`src/rtl/motor_bus_scheduler_pkg.sv`:
```
// Shared register map, control-word layout and scheduler state encoding for the
// motor bus scheduler and its speed mapper.
package motor_pkg;

    localparam logic [3:0] REG_TOTAL_DUR = 4'h0;
    localparam logic [3:0] REG_HIGH_DUR  = 4'h1;
    localparam logic [3:0] REG_CONTROL   = 4'h2;

    localparam int CTRL_GO         = 0;
    localparam int CTRL_FWD        = 1;
    localparam int CTRL_FAST_DECAY = 2;

    typedef enum logic [2:0] {
        INIT_T0,
        INIT_T1,
        IDLE,
        WR_HIGH,
        WR_CTRL
    } sched_state_t;

    function automatic logic [31:0] ctrl_word(input logic fwd, input logic run);
        logic [31:0] w;
        w                  = '0;
        w[CTRL_GO]         = run;
        w[CTRL_FWD]        = fwd;
        w[CTRL_FAST_DECAY] = 1'b0;
        return w;
    endfunction

endpackage

```
`src/rtl/motor_speed_map.sv`:
```
// Combinational map from a signed speed command to a PWM high duration
// (magnitude clipped to PERIOD) and a direction bit.
module motor_speed_map #(
    parameter int SPEED_W = 16,
    parameter int PERIOD  = 7000
) (
    input  logic signed [SPEED_W-1:0] speed,
    output logic        [31:0]        high,
    output logic                      forward
);

    logic signed [SPEED_W:0] speed_ext;
    logic        [SPEED_W:0] mag;

    function automatic logic [31:0] sat_period(input logic [SPEED_W:0] m);
        logic [31:0] m32;
        m32 = 32'(m);
        if (m32 > 32'(PERIOD))
            return 32'(PERIOD);
        return m32;
    endfunction

    // One extra bit so negating the most-negative command cannot wrap.
    always_comb begin
        forward   = ~speed[SPEED_W-1];
        speed_ext = $signed({speed[SPEED_W-1], speed});
        mag       = forward ? speed_ext : -speed_ext;
        high      = sat_period(mag);
    end

endmodule

```
`src/rtl/motor_bus_scheduler.sv`:
```
// Arbitrates two motor command requesters onto one Avalon-MM write master.
// Optional macro MOTOR_WDOG_EN adds a per-motor command-timeout stop.
module motor_bus_scheduler
    import motor_pkg::*;
#(
    parameter int PERIOD  = 7000,
    parameter int SPEED_W = 16
`ifdef MOTOR_WDOG_EN
    , parameter int WDOG_CYCLES = 5000000
`endif
) (
    input  logic                   clk,
    input  logic                   reset,
    input  logic [1:0]             req_valid,
    input  logic [2*SPEED_W-1:0]   req_speed,
    input  logic [1:0]             req_run,
    output logic [1:0]             req_ready,
    output logic                   s_cs,
    output logic [4:0]             s_address,
    output logic                   s_write,
    output logic [31:0]            s_writedata,
    input  logic                   waitrequest,
    output logic                   busy
);

    localparam logic [31:0] PERIOD32 = 32'(PERIOD);

    sched_state_t state, state_nxt;
    logic         cs_nxt;
    logic [4:0]   addr_nxt;
    logic [31:0]  data_nxt;
    logic [1:0]   ready_nxt;
    logic         rr_last, rr_nxt;
    logic         g_q, g_nxt;
    logic         run_q, run_nxt;
    logic         fwd_q, fwd_nxt;
    logic         done, ctrl_done;
    logic         g_sel;
    logic         stop_pending, stop_motor;

    logic signed [SPEED_W-1:0] speed_sel;
    logic        [31:0]        high_map;
    logic                      fwd_map;

    assign done      = s_cs && !waitrequest;
    assign ctrl_done = (state == WR_CTRL) && done;
    assign g_sel     = (req_valid == 2'b11) ? ~rr_last : req_valid[1];
    assign speed_sel = g_sel ? req_speed[2*SPEED_W-1:SPEED_W] : req_speed[SPEED_W-1:0];

    motor_speed_map #(
        .SPEED_W (SPEED_W),
        .PERIOD  (PERIOD)
    ) u_speed_map (
        .speed   (speed_sel),
        .high    (high_map),
        .forward (fwd_map)
    );

`ifdef MOTOR_WDOG_EN
    localparam int CNT_W = $clog2(WDOG_CYCLES + 1);

    logic [CNT_W-1:0] wdog_cnt [2];
    logic [1:0]       last_run;
    logic [1:0]       wdog_hit;

    always_comb begin
        for (int i = 0; i < 2; i++)
            wdog_hit[i] = (wdog_cnt[i] == CNT_W'(WDOG_CYCLES)) && last_run[i];
    end

    assign stop_pending = |wdog_hit;
    assign stop_motor   = ~wdog_hit[0];

    // A CONTROL write with run=0 (the stop itself) restarts the timeout.
    always_ff @(posedge clk) begin
        if (reset) begin
            wdog_cnt[0] <= '0;
            wdog_cnt[1] <= '0;
            last_run    <= '0;
        end else begin
            for (int i = 0; i < 2; i++) begin
                if (ready_nxt[i] || (ctrl_done && g_q == 1'(i) && !run_q))
                    wdog_cnt[i] <= '0;
                else if (wdog_cnt[i] != CNT_W'(WDOG_CYCLES))
                    wdog_cnt[i] <= wdog_cnt[i] + 1'b1;
                if (ctrl_done && g_q == 1'(i))
                    last_run[i] <= run_q;
            end
        end
    end
`else
    assign stop_pending = 1'b0;
    assign stop_motor   = 1'b0;
`endif

    always_comb begin
        state_nxt = state;
        cs_nxt    = s_cs;
        addr_nxt  = s_address;
        data_nxt  = s_writedata;
        ready_nxt = '0;
        rr_nxt    = rr_last;
        g_nxt     = g_q;
        run_nxt   = run_q;
        fwd_nxt   = fwd_q;
        case (state)
            INIT_T0: begin
                if (!s_cs) begin
                    cs_nxt   = 1'b1;
                    addr_nxt = {1'b0, REG_TOTAL_DUR};
                    data_nxt = PERIOD32;
                end else if (done) begin
                    state_nxt = INIT_T1;
                    addr_nxt  = {1'b1, REG_TOTAL_DUR};
                    data_nxt  = PERIOD32;
                end
            end
            INIT_T1: begin
                if (done) begin
                    state_nxt = IDLE;
                    cs_nxt    = 1'b0;
                end
            end
            IDLE: begin
                if (stop_pending) begin
                    state_nxt = WR_HIGH;
                    cs_nxt    = 1'b1;
                    g_nxt     = stop_motor;
                    addr_nxt  = {stop_motor, REG_HIGH_DUR};
                    data_nxt  = '0;
                    fwd_nxt   = 1'b1;
                    run_nxt   = 1'b0;
                end else if (|req_valid) begin
                    state_nxt        = WR_HIGH;
                    cs_nxt           = 1'b1;
                    g_nxt            = g_sel;
                    addr_nxt         = {g_sel, REG_HIGH_DUR};
                    data_nxt         = high_map;
                    fwd_nxt          = fwd_map;
                    run_nxt          = req_run[g_sel];
                    ready_nxt[g_sel] = 1'b1;
                    rr_nxt           = g_sel;
                end
            end
            WR_HIGH: begin
                if (done) begin
                    state_nxt = WR_CTRL;
                    addr_nxt  = {g_q, REG_CONTROL};
                    data_nxt  = ctrl_word(fwd_q, run_q);
                end
            end
            WR_CTRL: begin
                if (done) begin
                    state_nxt = IDLE;
                    cs_nxt    = 1'b0;
                end
            end
            default: state_nxt = INIT_T0;
        endcase
    end

    always_ff @(posedge clk) begin
        if (reset) begin
            state       <= INIT_T0;
            s_cs        <= 1'b0;
            s_write     <= 1'b0;
            s_address   <= '0;
            s_writedata <= '0;
            req_ready   <= '0;
            busy        <= 1'b1;
            rr_last     <= 1'b1;
        end else begin
            state       <= state_nxt;
            s_cs        <= cs_nxt;
            s_write     <= cs_nxt;
            s_address   <= addr_nxt;
            s_writedata <= data_nxt;
            req_ready   <= ready_nxt;
            busy        <= (state_nxt != IDLE);
            rr_last     <= rr_nxt;
        end
    end

    always_ff @(posedge clk) begin
        g_q   <= g_nxt;
        run_q <= run_nxt;
        fwd_q <= fwd_nxt;
    end

endmodule

```
`config.mk`:
```
export PLATFORM = sky130hd
export DESIGN_NAME = motor_bus_scheduler
export DESIGN_NICKNAME = d
export VERILOG_FILES = /design/src/rtl/motor_bus_scheduler_pkg.sv /design/src/rtl/motor_speed_map.sv /design/src/rtl/motor_bus_scheduler.sv
export SDC_FILE = /design/constraint.sdc
export NUM_CORES = 1
export LEC_CHECK = 0
export ABC_AREA = 0
export CAP_MARGIN = 10
export CORE_ASPECT_RATIO = 0.8
export CORE_MARGIN = 2
export CORE_UTILIZATION = 23
export DETAILED_ROUTE_END_ITERATION = 10
export GPL_TIMING_DRIVEN = 0
export HOLD_SLACK_MARGIN = 0.1
export PLACE_DENSITY = 0.56
export SYNTH_ARGS = -nofsm -noshare
export SYNTH_HDL_FRONTEND = slang
export SYNTH_HIERARCHICAL = 1
export SYNTH_SLANG_ARGS = --single-unit
```
`constraint.sdc`:
```
create_clock -name clk -period 7 [get_ports clk]
set_input_delay 1.05 -clock clk [delete_from_list [all_inputs] [get_ports clk]]
set_output_delay 1.05 -clock clk [all_outputs]
set_load 0.05 [all_outputs]
```
==> results of run 1 <==
[layout by cell type, fill, tap and decap left out, drive strengths merged, types with 4 or more instances in the layout]
cell | synthesis | layout
o21ai | 13 | 13
nand2 | 15 | 15
o21a | 9 | 9
mux2 | 17 | 17
a32o | 24 | 24
inv | 6 | 7
o211ai | 7 | 7
buf | 37 | 37
nor2 | 14 | 14
clkdlybuf4s50 | 0 | 77
a21oi | 15 | 15
nor2b | 4 | 4
conb | 2 | 21
dfxtp | 43 | 43
xor2 | 6 | 6
o211a | 7 | 7
nor4 | 5 | 5
xnor2 | 4 | 4
clkbuf | 6 | 11
nand3 | 16 | 16
[state kept, by name, indices dropped and copies added, names as in the netlist]
| name | cells |
|---|---|
| req_ready | 2 |
| s_write | 1 |
| run_q | 1 |
| rr_last | 1 |
| state | 3 |
| s_writedata | 32 |
| s_address | 3 |
| busy | 1 |
| fwd_q | 1 |
| g_q | 1 |
[layer usage]
metal / GRT usage / vias to the layer above / wire length, um / share of wire
met3: 0.03498 / 7 / 399 / 0.050
met1: 0.1718 / 1210 / 3974 / 0.50
li1: - / 1293 / - / -
met4: 0.02640 / 0 / 61 / 0.0077
met5: 0 / - / 0 / 0
met2: 0.1820 / 60 / 3523 / 0.44
[worst reg2reg max path: stages, from the launching register on]
cell and delay [ns]:
dfxtp_1 0.32, a21boi_0 0.27, buf_2 0.33, mux2_2 0.45, inv_1 0.12, ha_1 0.28
or3b_2 0.46, a211oi_1 0.49, nor2_1 0.08, o21a_1 0.18, o21a_1 0.26, o21a_1 0.22
a21oi_1 0.15, o211ai_1 0.14, o211a_1 0.16
[cell families after synthesis]
kind of cell	after synthesis
XOR/XNOR	10
flip-flops	46
AND/OR/NAND/NOR	75
buffers and inverters	49
multiplexers	19
AO/OA/AOI/OAI	97
other	2
adder cells (fa/ha/maj)	1
[through the flow]
stage               worst slack (ns)  area (um^2)  cells
global placement               1.784         3941    566
global route                   1.793         4086    574
finish                         2.016         4086    574
CTS                            2.035         4086    574
detailed placement             1.744         3941    566
floorplan                      2.886         2957    318
[final cells by class]
cell class | instances | area (um^2) | area share
multi-input combinational | 223 | 1674 | 0.4097
sequential | 46 | 950.9 | 0.2327
timing repair buffer | 77 | 770.7 | 0.1886
buffer | 43 | 309.0 | 0.07563
tap | 171 | 214.0 | 0.05236
clock buffer | 5 | 125.1 | 0.03062
inverter | 6 | 22.52 | 0.005511
clock inverter | 3 | 20.02 | 0.004899
[worst max-delay path by stage]
stage	from	to	slack (ns)	depth (start not counted)
3_5_place_dp	req_valid[1]	s_writedata[3]$_SDFFE_PP0P_	1.74	15
3_3_place_gp	req_valid[1]	s_writedata[3]$_SDFFE_PP0P_	1.78	15
2_1_floorplan	req_valid[1]	s_writedata[3]$_SDFFE_PP0P_	2.89	14
5_1_grt	req_valid[1]	s_writedata[3]$_SDFFE_PP0P_	1.79	15
4_1_cts	req_valid[1]	s_writedata[3]$_SDFFE_PP0P_	2.04	15
6_report	req_valid[1]	s_writedata[4]$_SDFFE_PP0P_	2.02	15
[power groups by stage]
stage	logic, W	registers, W	clock network, W
6_report	0.000282	0.000291	0.000237
5_1_grt	0.000304	0.000293	0.000258
4_1_cts	0.000282	0.000291	0.000245
3_5_place_dp	0.000280	0.000297	0
3_3_place_gp	0.000276	0.000297	0
2_1_floorplan	0.000152	0.000340	0
==> impl_results.md, run 1 <==
* EDFF count, synth at 3
* Layout cells sized above 1 at 0.2035
* Worst path max stage delay at 0.50 ns
* Row count at 36
* R2R Setup Slk at 2.99 ns
* Seq/Total Area, Yosys at 0.3296
* CP most frequent cell: o21a_1
* Ys async rst share at 0
* Number of vias per cell at 4.477
* Clock Tree Root: clkbuf_16
* Setup bufs post-CTS at 0
* Crit Reg-Reg Endpoint: s_writedata[4]$_SDFFE_PP0P_
* Ys Warns at 6
* Pint at 0.0005271 W
* Port Buffers at 77
* P_leak at 1.527 nW
* Die Y at 104.2 um
* Nets at 442
* CP Data Required Time at 7.18 ns
* Synth Area in Adders at 0.004337
* Mux contribution to synthesized area at 0.07329
* RSZ-0062 raised after global routing: false
* Status: complete, no violations
* Switching power share of the total at 0.3485
* Core footprint at 12210 um^2
* Detailed Route Iter0 Violations at 206
* GRT overflow at 0
* Hold_ws at 0.4668 ns
* Final hold vios at 0
* Sink Count at 46
* Psw at 0.0002820 W
* CP max FO at 10
* Final Wtd Congestion at 0.8469
* CTS HTree Levels at 2
* Vias at 2570
* Die X-Extent at 129.2 um
* Number of fill cells at 1259
* FF-to-FF Start: rr_last$_SDFFE_PP1P_
* Clk slew on worst S/H paths at 0.07 ns
* Delay-heaviest family, CP: compound AO/OA/AOI/OAI gates
* First-pass GRT wire length at 13080 um
* Final setup fails at 0
* Count of different cell masters after synthesis at 64
* Clock tree from TritonCTS: yes
* Seq pwr share at 0.360
* Min-Delay Path Class: flop to flop
* Post-DRT Antenna Nets at 0
* Longest Clk Path Bufs at 2
* N_diodes at 0
* Pwr Total at 0.0008091 W
* Final core occ at 0.3348
* HPWL after detailed placement at 5993 um
* Worst Clk Skew at 0.006294 ns
* Wire per inst at 13.86 um
* DRC at 0
* Total wire length at 7958 um
* Worst Reg-to-Reg Cells at 14
* Syn_area_per_cell at 9.650 um^2
* Tmin final at 4.984 ns
* Area share of the largest cell type after synthesis at 0.2984
* Critical path type: input port to flop
* Critical path buffers and inverters at 3
* Slowest-stage cell, CP: clkdlybuf4s50_1
* Synth Area in Compound Gates at 0.2836
* Commonest cells post-synth: dfxtp_1, buf_4, a32o_1, mux2_2, nand3_1
* Largest net degree at the start of global routing at 16
* Power per cell area at 198.0 nW/um^2
* Post-cts resize count at 0
* Crit path DAT at 5.17 ns
* Full die area at 13460 um^2
* Clock Latency Late Sink at 0.29 ns
* Initial Utilization at 0.2364
* Cts bufs inserted at 5
* Area contributors post-synth: dfxtp_1, a32o_1, mux2_2
* Setup TNS at 0 ns
* Largest family of logic cells by synthesized area: compound AO/OA/AOI/OAI gates
* Max-cap violations at 0
* Initial DRT Pass Iterations at 4
* IO Count at 81
* Slew headroom at 0.5135
* Clock network fraction of total power at 0.292
* Mapped Cells at 299
* Main flop type after synthesis: dfxtp_1
* FMAX at 200.7 MHz
* Vias in the first global route at 2543
* Synthesized area at 2885 um^2
* Simple-Gate Fraction of Synth Area at 0.1587
* Combinational Power Share at 0.348
* Total Routing Usage GR at 0.1214
* Synth Area in XOR/XNOR at 0.03296
* Worst vdd ir at 0.00009321 V
* FF+latch count, synth at 46
* Pins Over Slew Limit at 0
* Cell taking the most area after synthesis: dfxtp_1
* Synth-to-layout area growth at 41.63%
* Min-Delay Path Depth at 2
* Hold_buf cts at 0
* Startpoint Class: input port
* CP cell instances: clkdlybuf4s50_1 -> a21boi_0 -> buf_2 -> mux2_2 -> inv_1 -> ha_1 -> or3b_2 -> a211oi_1 -> nor2_1 -> o21a_1 -> o21a_1 -> o21a_1 -> a21oi_1 -> o211ai_1 -> o211a_1
* Initial antenna violation count at 0
* Final period util at 0.7120
* Most numerous cell in the Yosys netlist: dfxtp_1
* Slew @ Worst Pin at 0.7242 ns
* Min-Delay Endpoint: s_writedata[1]$_SDFFE_PP0P_
* Hold_sp: fwd_q$_DFFE_PP_
* Worst setup EP type: flop
No activity file was read; power rests on OpenSTA's default activity.
==> run 2: changes to the inputs <==
--- a/config.mk
+++ b/config.mk
@@ -13,7 +13,7 @@
 export DETAILED_ROUTE_END_ITERATION = 10
 export GPL_TIMING_DRIVEN = 0
 export HOLD_SLACK_MARGIN = 0.1
-export PLACE_DENSITY = 0.56
+export PLACE_DENSITY = 0.58
 export SYNTH_ARGS = -nofsm -noshare
 export SYNTH_HDL_FRONTEND = slang
 export SYNTH_HIERARCHICAL = 1
==> constraint.sdc (replaced) <==
create_clock -name clk -period 4.2 [get_ports clk]
set_input_delay 0.63 -clock clk [delete_from_list [all_inputs] [get_ports clk]]
set_output_delay 0.63 -clock clk [all_outputs]
set_load 0.05 [all_outputs]
==> run 2 against run 1 <==
Worst setup slack got worse by 1.8 ns. Sequential cell count unchanged. Non-clock buffer count up 7. Register-to-register slack worse by 2.2 ns. Global-route usage fell by 0.15 points. Sequential share of layout area down 0.78 points. Via count rose by 1.3%. Utilization grew 1.2 points. Sequential power increased by 67%. Total power is 79% higher. Critical path type unchanged. Critical endpoint is now s_writedata[8]$_SDFFE_PP0P_. Largest cell class unchanged. Largest power group unchanged. Highest routed layer unchanged.
==> impl_results.md, run 2 (synthesized netlist as in run 1, its figures left out) <==
* Status: complete, no violations
* Port Buffers at 77
* Worst path max stage delay at 0.52 ns
* Longest Clk Path Bufs at 2
* Startpoint Class: input port
* CP most frequent cell: buf_6
* Pins Over Slew Limit at 0
* Slew headroom at 0.5399
* Largest Register: s_writedata
* Wire per inst at 13.75 um
* Vias in the first global route at 2615
* Cts bufs inserted at 5
* Vias at 2604
* Worst Clk Skew at 0.001560 ns
* DRC at 0
* Number of vias per cell at 4.482
* Final period util at 0.9474
* RSZ-0062 raised after global routing: false
* Worst setup EP type: flop
* Final setup fails at 0
* Die X-Extent at 129.2 um
* Pwr Total at 0.001446 W
* Layout cells sized above 1 at 0.2293
* Power per cell area at 341.9 nW/um^2
* HPWL after detailed placement at 6018 um
* Commonest non-fill, non-tap cell in the layout: clkdlybuf4s50_1
* Detailed Route Iter0 Violations at 171
* Hold_buf cts at 0
* Initial Utilization at 0.2364
* Slew @ Worst Pin at 0.6838 ns
* Sink Count at 46
* CTS HTree Levels at 2
* Hold_ws at 0.4694 ns
* N_diodes at 0
* Grt peak-use layer: met2
* FF/Latch Area at 950.9 um^2
* Row count at 36
* Nets at 449
* Final Wtd Congestion at 0.8755
* Core footprint at 12210 um^2
* Top flop regs: s_writedata: 32 flops, s_address: 3 flops, state: 3 flops
* Final hold vios at 0
* Met2 Use GR at 0.1816
* Initial antenna violation count at 0
* Critical path buffers and inverters at 5
* Global Route met1 Usage at 0.1712
* Crit path DAT at 4.16 ns
* Total wire length at 7989 um
* Max-cap violations at 0
* GRT overflow at 0
* Largest net degree at the start of global routing at 15
* Clk slew on worst S/H paths at 0.06 ns
* Number of fill cells at 1243
* Routing usage on met3 at 0.02675
* Clock Latency Late Sink at 0.28 ns
* Most frequent cells in the layout: clkdlybuf4s50_1, dfxtp_1, buf_4, a32o_1, conb_1
* Final core occ at 0.3465
* Total Routing Usage GR at 0.1199
* Multi-input logic area at 1714 um^2
* Die Y at 104.2 um
* Delay-heaviest family, CP: simple AND/OR/NAND/NOR gates
* FMAX at 251.3 MHz
* Clock Tree Root: clkbuf_16
* Initial DRT Pass Iterations at 4
* Final worst slack at 0.2208 ns
* CP Data Required Time at 4.38 ns
* Full die area at 13460 um^2
* Post-DRT Antenna Nets at 0
* R2R Setup Slk at 0.80 ns
* CP max FO at 10
* CP cell instances: clkdlybuf4s50_1 -> a21boi_4 -> buf_6 -> buf_4 -> mux2_2 -> or3_4 -> or4_4 -> nor4_2 -> or3_1 -> buf_6 -> buf_12 -> o21a_1 -> nand2_1 -> a21oi_1 -> o211ai_1 -> o211a_1
* Tmin final at 3.979 ns
* Min-Delay Path Class: flop to flop
* Flip-flop count of the largest register after layout at 32
* Clock tree from TritonCTS: yes
* Synth-to-layout area growth at 46.57%
* Worst slack, placed at -0.6727 ns
* P_leak at 1.590 nW
* First-pass GRT wire length at 13100 um
* Slowest-stage cell, CP: clkdlybuf4s50_1
* IO Count at 81
* Worst vdd ir at 0.0001564 V
* Critical path type: input port to flop
-- run 2: final cells by class --
| type | instances | share of cell area |
|---|---|---|
| plain buffers | 43 | 0.07456 |
| clock buffers | 8 | 0.04467 |
| inverters | 6 | 0.005325 |
| multi-input cells | 223 | 0.4053 |
| flip-flops and latches | 46 | 0.2249 |
| well taps | 171 | 0.05059 |
| repair buffers | 84 | 0.1947 |
-- run 2: path summary, 6_finish.rpt --
kind / startpoint / endpoint / cells past startpoint
worst max-delay path: req_valid[1] / s_writedata[8]$_SDFFE_PP0P_ / 16
worst min register to register: fwd_q$_DFFE_PP_ / s_writedata[1]$_SDFFE_PP0P_ / 2
worst min-delay path: fwd_q$_DFFE_PP_ / s_writedata[1]$_SDFFE_PP0P_ / 2
worst max register to register: rr_last$_SDFFE_PP1P_ / s_writedata[8]$_SDFFE_PP0P_ / 15
-- run 2: layer usage --
layer | share of wire | routed length [um] | vias to the layer above
met5 | 0 | 0 | -
met4 | 0.018 | 141 | 0
met3 | 0.048 | 380 | 8
met2 | 0.44 | 3538 | 62
met1 | 0.49 | 3928 | 1225
li1 | - | - | 1309
-- run 2: through the flow --
stage	cell area, um^2	instances	TNS, ns
global placement	3941	566	-4.480
detailed placement	3941	566	-5.730
CTS	4179	578	0
floorplan	2957	318	0
global route	4229	581	0
finish	4229	581	0
-- run 2: power breakdown --
group,switching [W],internal (W)
Clock,0.000166,0.000309
Combinational,0.000285,0.000201
Sequential,0.0000171,0.000469
-- run 2: worst reg2reg max path: stages (launching register included) --
cell	delay (ns)
dfxtp_1	0.35
a21boi_4	0.15
buf_6	0.14
buf_4	0.12
mux2_2	0.38
or3_4	0.43
or4_4	0.44
nor4_2	0.23
or3_1	0.16
buf_6	0.15
buf_12	0.13
o21a_1	0.13
nand2_1	0.05
a21oi_1	0.13
o211ai_1	0.13
o211a_1	0.16
-- run 2: timing repair --
action	4_1_cts	5_1_grt
setup endpoints to repair	12	5
gates resized for setup	5	7
gates cloned	0	0
buffers inserted	4	3
pin swaps	1	3
